## src/rtl/braun_pkg.sv

```systemverilog
// Shared constants for the Braun array multiplier and the datapath stages that align to it.
// Latency: 1 cycle, or 2 when BRAUN_MULT_PIPE_EN is defined. Backpressure: none.
// Backpressure behaviour: not applicable; this package holds widths and latency only.
package braun_pkg;

   localparam int BRAUN_N_DEF = 8;

   function automatic int braun_prod_w(input int n);
      return 2 * n;
   endfunction

   // Adder row after which the optional pipeline register is placed.
   function automatic int braun_cut_row(input int n);
      return n / 2;
   endfunction

   localparam int BRAUN_P_W_DEF = braun_prod_w(BRAUN_N_DEF);

`ifdef BRAUN_MULT_PIPE_EN
   localparam int BRAUN_LATENCY = 2;
`else
   localparam int BRAUN_LATENCY = 1;
`endif

endpackage

```

## src/rtl/braun_multiplier_full_adder.sv

```systemverilog
// One-bit full adder cell used by the carry-save and ripple rows of the Braun array.
// Latency: combinational. Backpressure: none.
// Backpressure behaviour: not applicable; this is a pure logic cell.
module full_adder (
   input  logic a,
   input  logic b,
   input  logic cin,
   output logic s,
   output logic cout
);

   assign s    = a ^ b ^ cin;
   assign cout = (a & b) | (cin & (a ^ b));

endmodule

```

## src/rtl/braun_multiplier.sv

```systemverilog
// Unsigned NxN Braun array multiplier with registered 2N-bit product; optional mid-array register via BRAUN_MULT_PIPE_EN.
// Latency: 1 cycle (2 with BRAUN_MULT_PIPE_EN). Throughput one product per cycle.
// Backpressure behaviour: none; out_valid is a pure delay of in_valid and p updates every cycle.
import braun_pkg::*;

module braun_multiplier #(
   parameter int N = BRAUN_N_DEF
) (
   input  logic             clk,
   input  logic             rst_n,
   input  logic [N-1:0]     a,
   input  logic [N-1:0]     b,
   input  logic             in_valid,
   output logic [2*N-1:0]   p,
   output logic             out_valid
);

   localparam int PW = braun_prod_w(N);
   localparam int H  = braun_cut_row(N);

   // s[i][j] / c[i][j]: sum and carry leaving row i at column i+j.
   logic [N-1:0] pp [N];
   logic [N-1:0] s  [N];
   logic [N-2:0] c  [N];

   logic [N-1:0] s_cut;
   logic [N-2:0] c_cut;
   logic [H-1:0] lo;
   logic [H-1:0] lo_cut;
   logic         vld_cut;

   logic [N-1:0] s_last;
   logic [N-2:0] c_last;
   logic [N-2:0] rs;
   logic [N-1:0] rc;
   logic [PW-1:0] prod;

   genvar gi, gj;

   for (gi = 0; gi < N; gi++) begin : g_pp_row
      for (gj = 0; gj < N; gj++) begin : g_pp_bit
         assign pp[gi][gj] = a[gj] & b[gi];
      end
   end

   assign s[0] = pp[0];
   assign c[0] = '0;

   always_comb begin
      lo = '0;
      for (int i = 0; i < H; i++) begin
         lo[i] = s[i][0];
      end
   end

`ifdef BRAUN_MULT_PIPE_EN
   always_ff @(posedge clk or negedge rst_n) begin
      if (!rst_n) begin
         s_cut   <= '0;
         c_cut   <= '0;
         lo_cut  <= '0;
         vld_cut <= 1'b0;
      end else begin
         s_cut   <= s[H];
         c_cut   <= c[H];
         lo_cut  <= lo;
         vld_cut <= in_valid;
      end
   end
`else
   assign s_cut   = s[H];
   assign c_cut   = c[H];
   assign lo_cut  = lo;
   assign vld_cut = in_valid;
`endif

   for (gi = 1; gi < N; gi++) begin : g_row
      logic [N-1:0] pp_use;
      logic [N-1:0] s_prev;
      logic [N-2:0] c_prev;
      logic [N-1:0] s_row;
      logic [N-2:0] c_row;

      if (gi == H + 1) begin : g_after_cut
         assign s_prev = s_cut;
         assign c_prev = c_cut;
      end else begin : g_chain
         assign s_prev = s[gi-1];
         assign c_prev = c[gi-1];
      end

`ifdef BRAUN_MULT_PIPE_EN
      // Rows past the cut consume partial products captured alongside the cut state.
      if (gi > H) begin : g_pp_late
         logic [N-1:0] pp_q;
         always_ff @(posedge clk or negedge rst_n) begin
            if (!rst_n) pp_q <= '0;
            else        pp_q <= pp[gi];
         end
         assign pp_use = pp_q;
      end else begin : g_pp_early
         assign pp_use = pp[gi];
      end
`else
      assign pp_use = pp[gi];
`endif

      assign s_row[N-1] = pp_use[N-1];
      for (gj = 0; gj < N - 1; gj++) begin : g_fa
         full_adder u_fa (
            .a    (pp_use[gj]),
            .b    (s_prev[gj+1]),
            .cin  (c_prev[gj]),
            .s    (s_row[gj]),
            .cout (c_row[gj])
         );
      end

      assign s[gi] = s_row;
      assign c[gi] = c_row;
   end

   if (H == N - 1) begin : g_last_cut
      assign s_last = s_cut;
      assign c_last = c_cut;
   end else begin : g_last_chain
      assign s_last = s[N-1];
      assign c_last = c[N-1];
   end

   assign rc[0] = 1'b0;
   for (gj = 0; gj < N - 1; gj++) begin : g_rca
      full_adder u_rca (
         .a    (s_last[gj+1]),
         .b    (c_last[gj]),
         .cin  (rc[gj]),
         .s    (rs[gj]),
         .cout (rc[gj+1])
      );
   end

   always_comb begin
      prod         = '0;
      prod[H-1:0]  = lo_cut;
      prod[H]      = s_cut[0];
      for (int i = H + 1; i < N; i++) begin
         prod[i] = s[i][0];
      end
      prod[PW-2:N] = rs;
      prod[PW-1]   = rc[N-1];
   end

   always_ff @(posedge clk or negedge rst_n) begin
      if (!rst_n) begin
         p         <= '0;
         out_valid <= 1'b0;
      end else begin
         p         <= prod;
         out_valid <= vld_cut;
      end
   end

endmodule

```

## config.mk

```make
export PLATFORM = sky130hd
export DESIGN_NAME = braun_multiplier
export DESIGN_NICKNAME = d
export VERILOG_FILES = /design/src/rtl/braun_pkg.sv /design/src/rtl/braun_multiplier_full_adder.sv /design/src/rtl/braun_multiplier.sv
export SDC_FILE = /design/constraint.sdc
export NUM_CORES = 1
export LEC_CHECK = 0
export CAP_MARGIN = 20
export CELL_PAD_IN_SITES_DETAIL_PLACEMENT = 1
export CELL_PAD_IN_SITES_GLOBAL_PLACEMENT = 1
export CORE_MARGIN = 1.5
export CORE_UTILIZATION = 47
export CTS_CLUSTER_DIAMETER = 150
export DETAILED_ROUTE_END_ITERATION = 10
export GPL_ROUTABILITY_DRIVEN = 0
export PLACE_DENSITY = 0.95
export SKIP_CTS_REPAIR_TIMING = 1
export SLEW_MARGIN = 40
export SYNTH_ARGS = -nofsm -noshare
export SYNTH_HDL_FRONTEND = slang
export SYNTH_HIERARCHICAL = 1
export SYNTH_SLANG_ARGS = --single-unit
```

## constraint.sdc

```tcl
create_clock -name clk -period 0.8 [get_ports clk]
set_input_delay 0.12 -clock clk [delete_from_list [all_inputs] [get_ports clk]]
set_output_delay 0.12 -clock clk [all_outputs]
set_load 0.03 [all_outputs]
```

# --- Word level (Yosys, flattened, before mapping) ---
# Cells that the tools add are included.
word_totals:
  in_bits: 19
  reg_bits: 17
classes:
  bitwise_logic: 320
op_table:
  columns: ["operator", "count"]
  rows:
  - ["$and 1x1->1", 168]
  - ["$xor 1x1->1", 104]
  - ["$or 1x1->1", 48]

# --- Longest topological paths before layout ---
# Gate-level depths: netlist of run 1.
depth:
  ltp_word: 28
  mapped_depth: 15
  mapped_depth_nobuf: 15

# --- By module ---
# The synthesis of run 1 kept the hierarchy.
modules_own_cells:
  columns: ["module", "seq_area_each_um2", "area_per_inst_um2", "cells_each", "n_inst"]
  rows:
  - ["full_adder", 0.0, 20.0, 1, 56]
  - ["braun_multiplier", 425.4, 829.5, 82, 1]

# --- Least setup slack after synthesis of run 1 ---
# No wires, ideal clock.
synth_path:
  path_kind: "in2reg"
  startpoint: "input port a[6]"
  endpoint: "register p[14]"
  path_buffers: 0
  t_arrival_ps: 6364
  required_time_ps: 664
  setup_time_ps: 136
  cell_stages: 15
  path_slack_ps: -5699
  cell_sequence: "and2_1 fa_1 fa_1 fa_1 fa_1 fa_1 fa_1 fa_1 fa_1 fa_1 fa_1 fa_1 fa_1 fa_1 fa_1"
synth_rtl:
  columns: ["item", "line", "source"]
  rows:
  - ["start: declaration", "braun_multiplier.sv:11", "input logic [N-1:0] a,"]
  - ["end signal: assignment", "braun_multiplier.sv:158", "p <= prod;"]
  - ["end: declaration", "braun_multiplier.sv:14", "output logic [2*N-1:0] p,"]

==> metrics.yaml, run 1 <==
ys_ff_latch: 17
crit_required_ns: 1.01
timing.final.crit_period_ns: 6.26
rows: 23
fin_ws_ns: -5.46
fin_util: 0.685
grt_pass1_vias: 1503
cp_slowest_stage_delay_ns: 0.57
cp_common_cell: "fa_2"
period_share: 7.82
yosysWarnings: 6
end_kind: "flip-flop"
clk_path_buf_depth: 2
min_from: "a[0]"
drv_slew: 0
grt_max_degree: 18
antenna_found_initial: 0
yosys.area.top_type: "fa_1"
synthToLayoutAreaGrowth_pct: 40.5
final_cell_mix: "53 x and2_1, 31 x fa_2, 25 x fa_1, 19 x buf_6, 17 x dfrtp_1"
critical-path-slowest-cell: "fa_2"
wl_mm: 4.85
stdcell_count: 252
io_pins: 36
grt_first_pass_wirelength_mm: 7.09
via_count: 1247
die_h_um: 67.4
portBuffers: 35
yosysSeqAreaShare: 0.218
syn_inst: 138
rsz0062_at_grt: "true"
critPathKind: "input pin to flip-flop"
vdd_drop_max_mv: 2.18
hold_path.class: "input pin to flip-flop"
drv_cap: 0
die-area_um2: 4550
clkTransAtPathRegs_ns: 0.07
setup_viol: 32
numCtsBuffers: 3
drive_above_1_share: 0.421
avgViaCountPerCell: 4.95
synth_top_cells_by_area: "fa_1 57%, dfrtp_1 22%, and2_1 21%"
p_leak_uw: 0.00123
clock-sinks: 17
crit_chain: "buf_8, and2_4, fa_2, fa_1, fa_2, fa_2, fa_2, fa_1, fa_1, fa_2, fa_2, fa_2, fa_2, fa_2, fa_2, fa_2"
hold_path_end: "p[0]$_DFF_PN0_"
start_util: 0.488
max_freq_ghz: 0.160
drc: 0
crit_arrival_ns: 6.47
cts_tree: "done"
core_area_um2: 4000
ant_nets: 0
p_total_uw: 7900
crit_family: "adder cells"
routedWlPerCell_um: 19.2
violations: "setup timing"
critPathMaxFanout: 3
cts_max_level: 1
clockRootBuffer: "clkbuf_8"
gr-total-overflow: 0
crit_buf_inv: 1
grt_usage: 0.227
place_hpwl_mm: 3.94
postSynthAreaPerCell_um2: 14.1
dp.cells: 247
synth.top_cell.area_share: 0.575
hold_viol: 0
whs_path_depth: 2
die_width_um: 67.4
final_common_cell: "and2_1"
status: "complete, but fails checks"
dr.pass1.iters: 4
syn-cell-area_um2: 1950
critPathLaunchType: "input pin"
diodes: 0
drt_iter0_markers: 47
ys_types: 4
nets: 278
power.density_nw_per_um2: 2880
==> metal layers <==
| layer | track usage | part of all wire | up-vias | wire length (um) |
|---|---|---|---|---|
| li1 | - | - | 532 | - |
| met1 | 0.240 | 0.33 | 671 | 1600 |
| met4 | 0.105 | 0.024 | 0 | 115 |
| met5 | 0 | 0 | - | 0 |
| met3 | 0.0233 | 0.029 | 8 | 141 |
| met2 | 0.446 | 0.62 | 36 | 2990 |
==> power breakdown <==
group          internal [uW]  leakage [uW]  switching [uW]
sequential              1310      0.000202             175
clock                    352     0.0000217             348
combinational           2800       0.00101            2920
==> cell type report <==
class,count,area (um2)
clock buffers,3,41.3
clock inverters,1,7.51
fillers,373,1260
multi-input cells,128,1660
flip-flops and latches,17,425
well taps,50,62.6
repair buffers,53,547
==> synthesized netlist by cell type <==
| cell | n |
|---|---|
| and2_1 | 64 |
| fa_1 | 56 |
| conb_1 | 1 |
| dfrtp_1 | 17 |
==> per-stage QoR <==
stage | hold slack [ns] | setup slack, ns | instance area (um2) | TNS, ns
floorplan | -0.176 | -5.35 | 2040 | -46.03
global placement | 0.471 | -5.93 | 2550 | -55.50
detailed placement | 0.486 | -6.11 | 2550 | -57.20
CTS | 0.211 | -5.83 | 2600 | -54.98
global route | 0.196 | -5.56 | 2740 | -49.65
finish | 0.177 | -5.46 | 2740 | -48.29
==> registers in the layout (all words and copies together) (netlist names) <==
signal     cells
out_valid      1
p             16
==> worst max-delay path by stage <==
stage,from,endpoint,cells past startpoint
2_1_floorplan,a[6],p[14]$_DFF_PN0_,15
3_3_place_gp,b[0],p[14]$_DFF_PN0_,16
3_5_place_dp,b[0],p[14]$_DFF_PN0_,17
4_1_cts,b[0],p[14]$_DFF_PN0_,17
5_1_grt,a[6],p[14]$_DFF_PN0_,16
6_report,a[6],p[14]$_DFF_PN0_,16
==> kinds of logic (layout without fill, tap and decap cells) <==
logic type                 Yosys count  count (layout)  share of synthesized area
adders and majority gates           56              56                      0.575
buffers and inverters                0              57                          0
DFF                                 17              17                      0.218
other                                1               8                    0.00192
and+or+nand+nor                     64              64                      0.205
No activity file was read; power rests on OpenSTA's default activity.
==> run 2: changes to the inputs <==
--- a/config.mk
+++ b/config.mk
@@ -9,11 +9,11 @@
 export CELL_PAD_IN_SITES_DETAIL_PLACEMENT = 1
 export CELL_PAD_IN_SITES_GLOBAL_PLACEMENT = 1
 export CORE_MARGIN = 1.5
-export CORE_UTILIZATION = 47
+export CORE_UTILIZATION = 39
 export CTS_CLUSTER_DIAMETER = 150
 export DETAILED_ROUTE_END_ITERATION = 10
 export GPL_ROUTABILITY_DRIVEN = 0
-export PLACE_DENSITY = 0.95
+export PLACE_DENSITY = 0.88
 export SKIP_CTS_REPAIR_TIMING = 1
 export SLEW_MARGIN = 40
 export SYNTH_ARGS = -nofsm -noshare
==> constraint.sdc (replaced) <==
create_clock -name clk -period 5.65 [get_ports clk]
set_input_delay 0.8475 -clock clk [delete_from_list [all_inputs] [get_ports clk]]
set_output_delay 0.8475 -clock clk [all_outputs]
set_load 0.03 [all_outputs]
==> run 2 against run 1 <==
  * The run still ends with setup timing left
  * Clock power decreased by 88%
  * Combinational power fell by 86%
  * Cell count up 6.3%
  * First-iteration DRC count is 53% lower
  * Die area grew 20%
  * Critical path type unchanged
  * Largest cell class unchanged
  * Largest power group unchanged
  * Via count fell by 1.4%
  * Sequential share of layout area grew 0.48 points
==> metrics.yaml, run 2 (synthesis results as in run 1) <==
crit_family: "adder cells"
crit_chain: "clkdlybuf4s50_1, buf_4, and2_1, fa_1, fa_2, fa_2, fa_1, fa_2, fa_2, fa_2, fa_2, fa_2, fa_2, fa_2, fa_2, fa_2, fa_1"
die_width_um: 73.7  # +9.3%
violations: "setup timing"
pre_cts_slack_ns: -2.04  # +4.07 ns
critPathKind: "input pin to flip-flop"
route.met3.wl_um: 140  # -0.71%
wl_mm: 4.44  # -8.4%
die-area_um2: 5430  # +20%
final.setup.tns_ns: -5.24  # +43.05 ns
grt_first_pass_wirelength_mm: 6.80  # -4.1%
avgViaCountPerCell: 4.59  # -7.3%
setup_viol: 5  # -84%
p_leak_uw: 0.00114  # -7.4%
numCtsBuffers: 3  # unchanged
critPathLaunchType: "input pin"
hold_viol: 0  # unchanged
drive_above_1_share: 0.259  # -0.162
antenna_found_initial: 0  # unchanged
fin_ws_ns: -1.51  # +3.95 ns
ant_nets: 0  # unchanged
power.density_nw_per_um2: 404  # -86%
diodes: 0  # unchanged
period_share: 1.27
clockRootBuffer: "clkbuf_8"
clock-sinks: 17  # unchanged
drv_cap: 0  # unchanged
routedWlPerCell_um: 16.6  # -14%
final_common_cell: "and2_1"
hold_path.class: "input pin to asynchronous set/reset pin"
crit_buf_inv: 2  # +1
drc: 0  # unchanged
route.met2.wl_mm: 2.78  # -7.0%
dr.pass1.iters: 4  # unchanged
rsz0062_at_grt: "true"
portBuffers: 35  # unchanged
grt_usage: 0.174  # -0.0526
core_area_um2: 4790  # +20%
grt_max_degree: 18  # unchanged
crit_arrival_ns: 7.28  # +0.81 ns
grt_pass1_vias: 1495  # -0.53%
synthToLayoutAreaGrowth_pct: 36.2
nets: 277  # -0.36%
start_util: 0.408  # -0.0801
dr.max_layer_used: "met4"
final_cell_mix: "60 x and2_1, 32 x fa_1, 28 x clkdlybuf4s50_1, 24 x fa_2"
gr-total-overflow: 0  # unchanged
timing.final.crit_period_ns: 7.16
place_hpwl_mm: 3.98  # +1.1%
critical-path-slowest-cell: "fa_2"
vdd_drop_max_mv: 0.198  # -91%
m1WireLength_mm: 1.51  # -5.8%
status: "complete, but fails checks"
multiInputGateArea_um2: 1620  # -2.1%
drv_slew: 0  # unchanged
end_kind: "flip-flop"
io_pins: 36  # unchanged
clk_path_buf_depth: 2  # unchanged
drt_iter0_markers: 22  # -53%
seqCellArea_um2: 425  # unchanged
top_register: "p"
rows: 25  # +8.7%
crit_required_ns: 5.77  # +4.76 ns
reg_top3: "p: 16 flops, out_valid: 1 flops"
die_h_um: 73.7  # +9.3%
nFillCells: 489  # +31%
cts_tree: "done"
largest_reg_flops: 16  # unchanged
fin_util: 0.555  # -0.130
critPathMaxFanout: 2  # -1
cp_common_cell: "fa_2"
via_count: 1229  # -1.4%
clkTransAtPathRegs_ns: 0.06  # about the same
cts_max_level: 1  # unchanged
max_freq_ghz: 0.140
cp_slowest_stage_delay_ns: 0.56  # about the same
==> run 2: cell count changes in the layout (fill, tap and decap cells not counted), sizes merged <==
cell / previous run / this run
buf: 38 / 20
clkbuf: 4 / 5
clkinvlp: 1 / 0
dlymetal6s2s: 7 / 3
clkdlybuf4s50: 7 / 28
==> run 2: per-layer routing <==
| metal | GRT usage | up-vias |
|---|---|---|
| met5 | 0 | - |
| met3 | 0.0247 | 2 |
| met4 | 0.0247 | 0 |
| met1 | 0.165 | 663 |
| met2 | 0.383 | 33 |
| li1 | - | 531 |
==> run 2: power breakdown <==
group	switching (uW)	leakage (uW)	total, uW	internal (uW)
sequential	13.3	0.000202	198	185
clock	37.6	0.0000228	87.5	49.9
combinational	409	0.000916	787	379
total	459	0.00114	1070	613
==> run 2: layout make-up <==
class	count	area share
tap	67	0.0315
sequential	17	0.160
timing repair buffer	52	0.181
multi-input combinational	128	0.610
clock buffer	4	0.0169
==> run 2: worst max path at each step <==
stage,end,depth (start not counted),from
5_1_grt,p[14]$_DFF_PN0_,16,b[1]
3_5_place_dp,p[14]$_DFF_PN0_,16,b[1]
3_3_place_gp,p[14]$_DFF_PN0_,16,b[1]
6_report,p[14]$_DFF_PN0_,17,a[3]
4_1_cts,p[14]$_DFF_PN0_,16,b[1]
2_1_floorplan,p[14]$_DFF_PN0_,15,a[6]
==> run 2: metrics by stage <==
stage / hold slack (ns) / instance area [um2] / total power, uW / cells
floorplan: 0.552 / 2010 / 699 / 145
global placement: 1.30 / 2560 / 897 / 262
detailed placement: 1.30 / 2560 / 978 / 262
CTS: 1.05 / 2600 / 1070 / 266
global route: 0.533 / 2660 / 1180 / 268
finish: 0.507 / 2660 / 1070 / 268
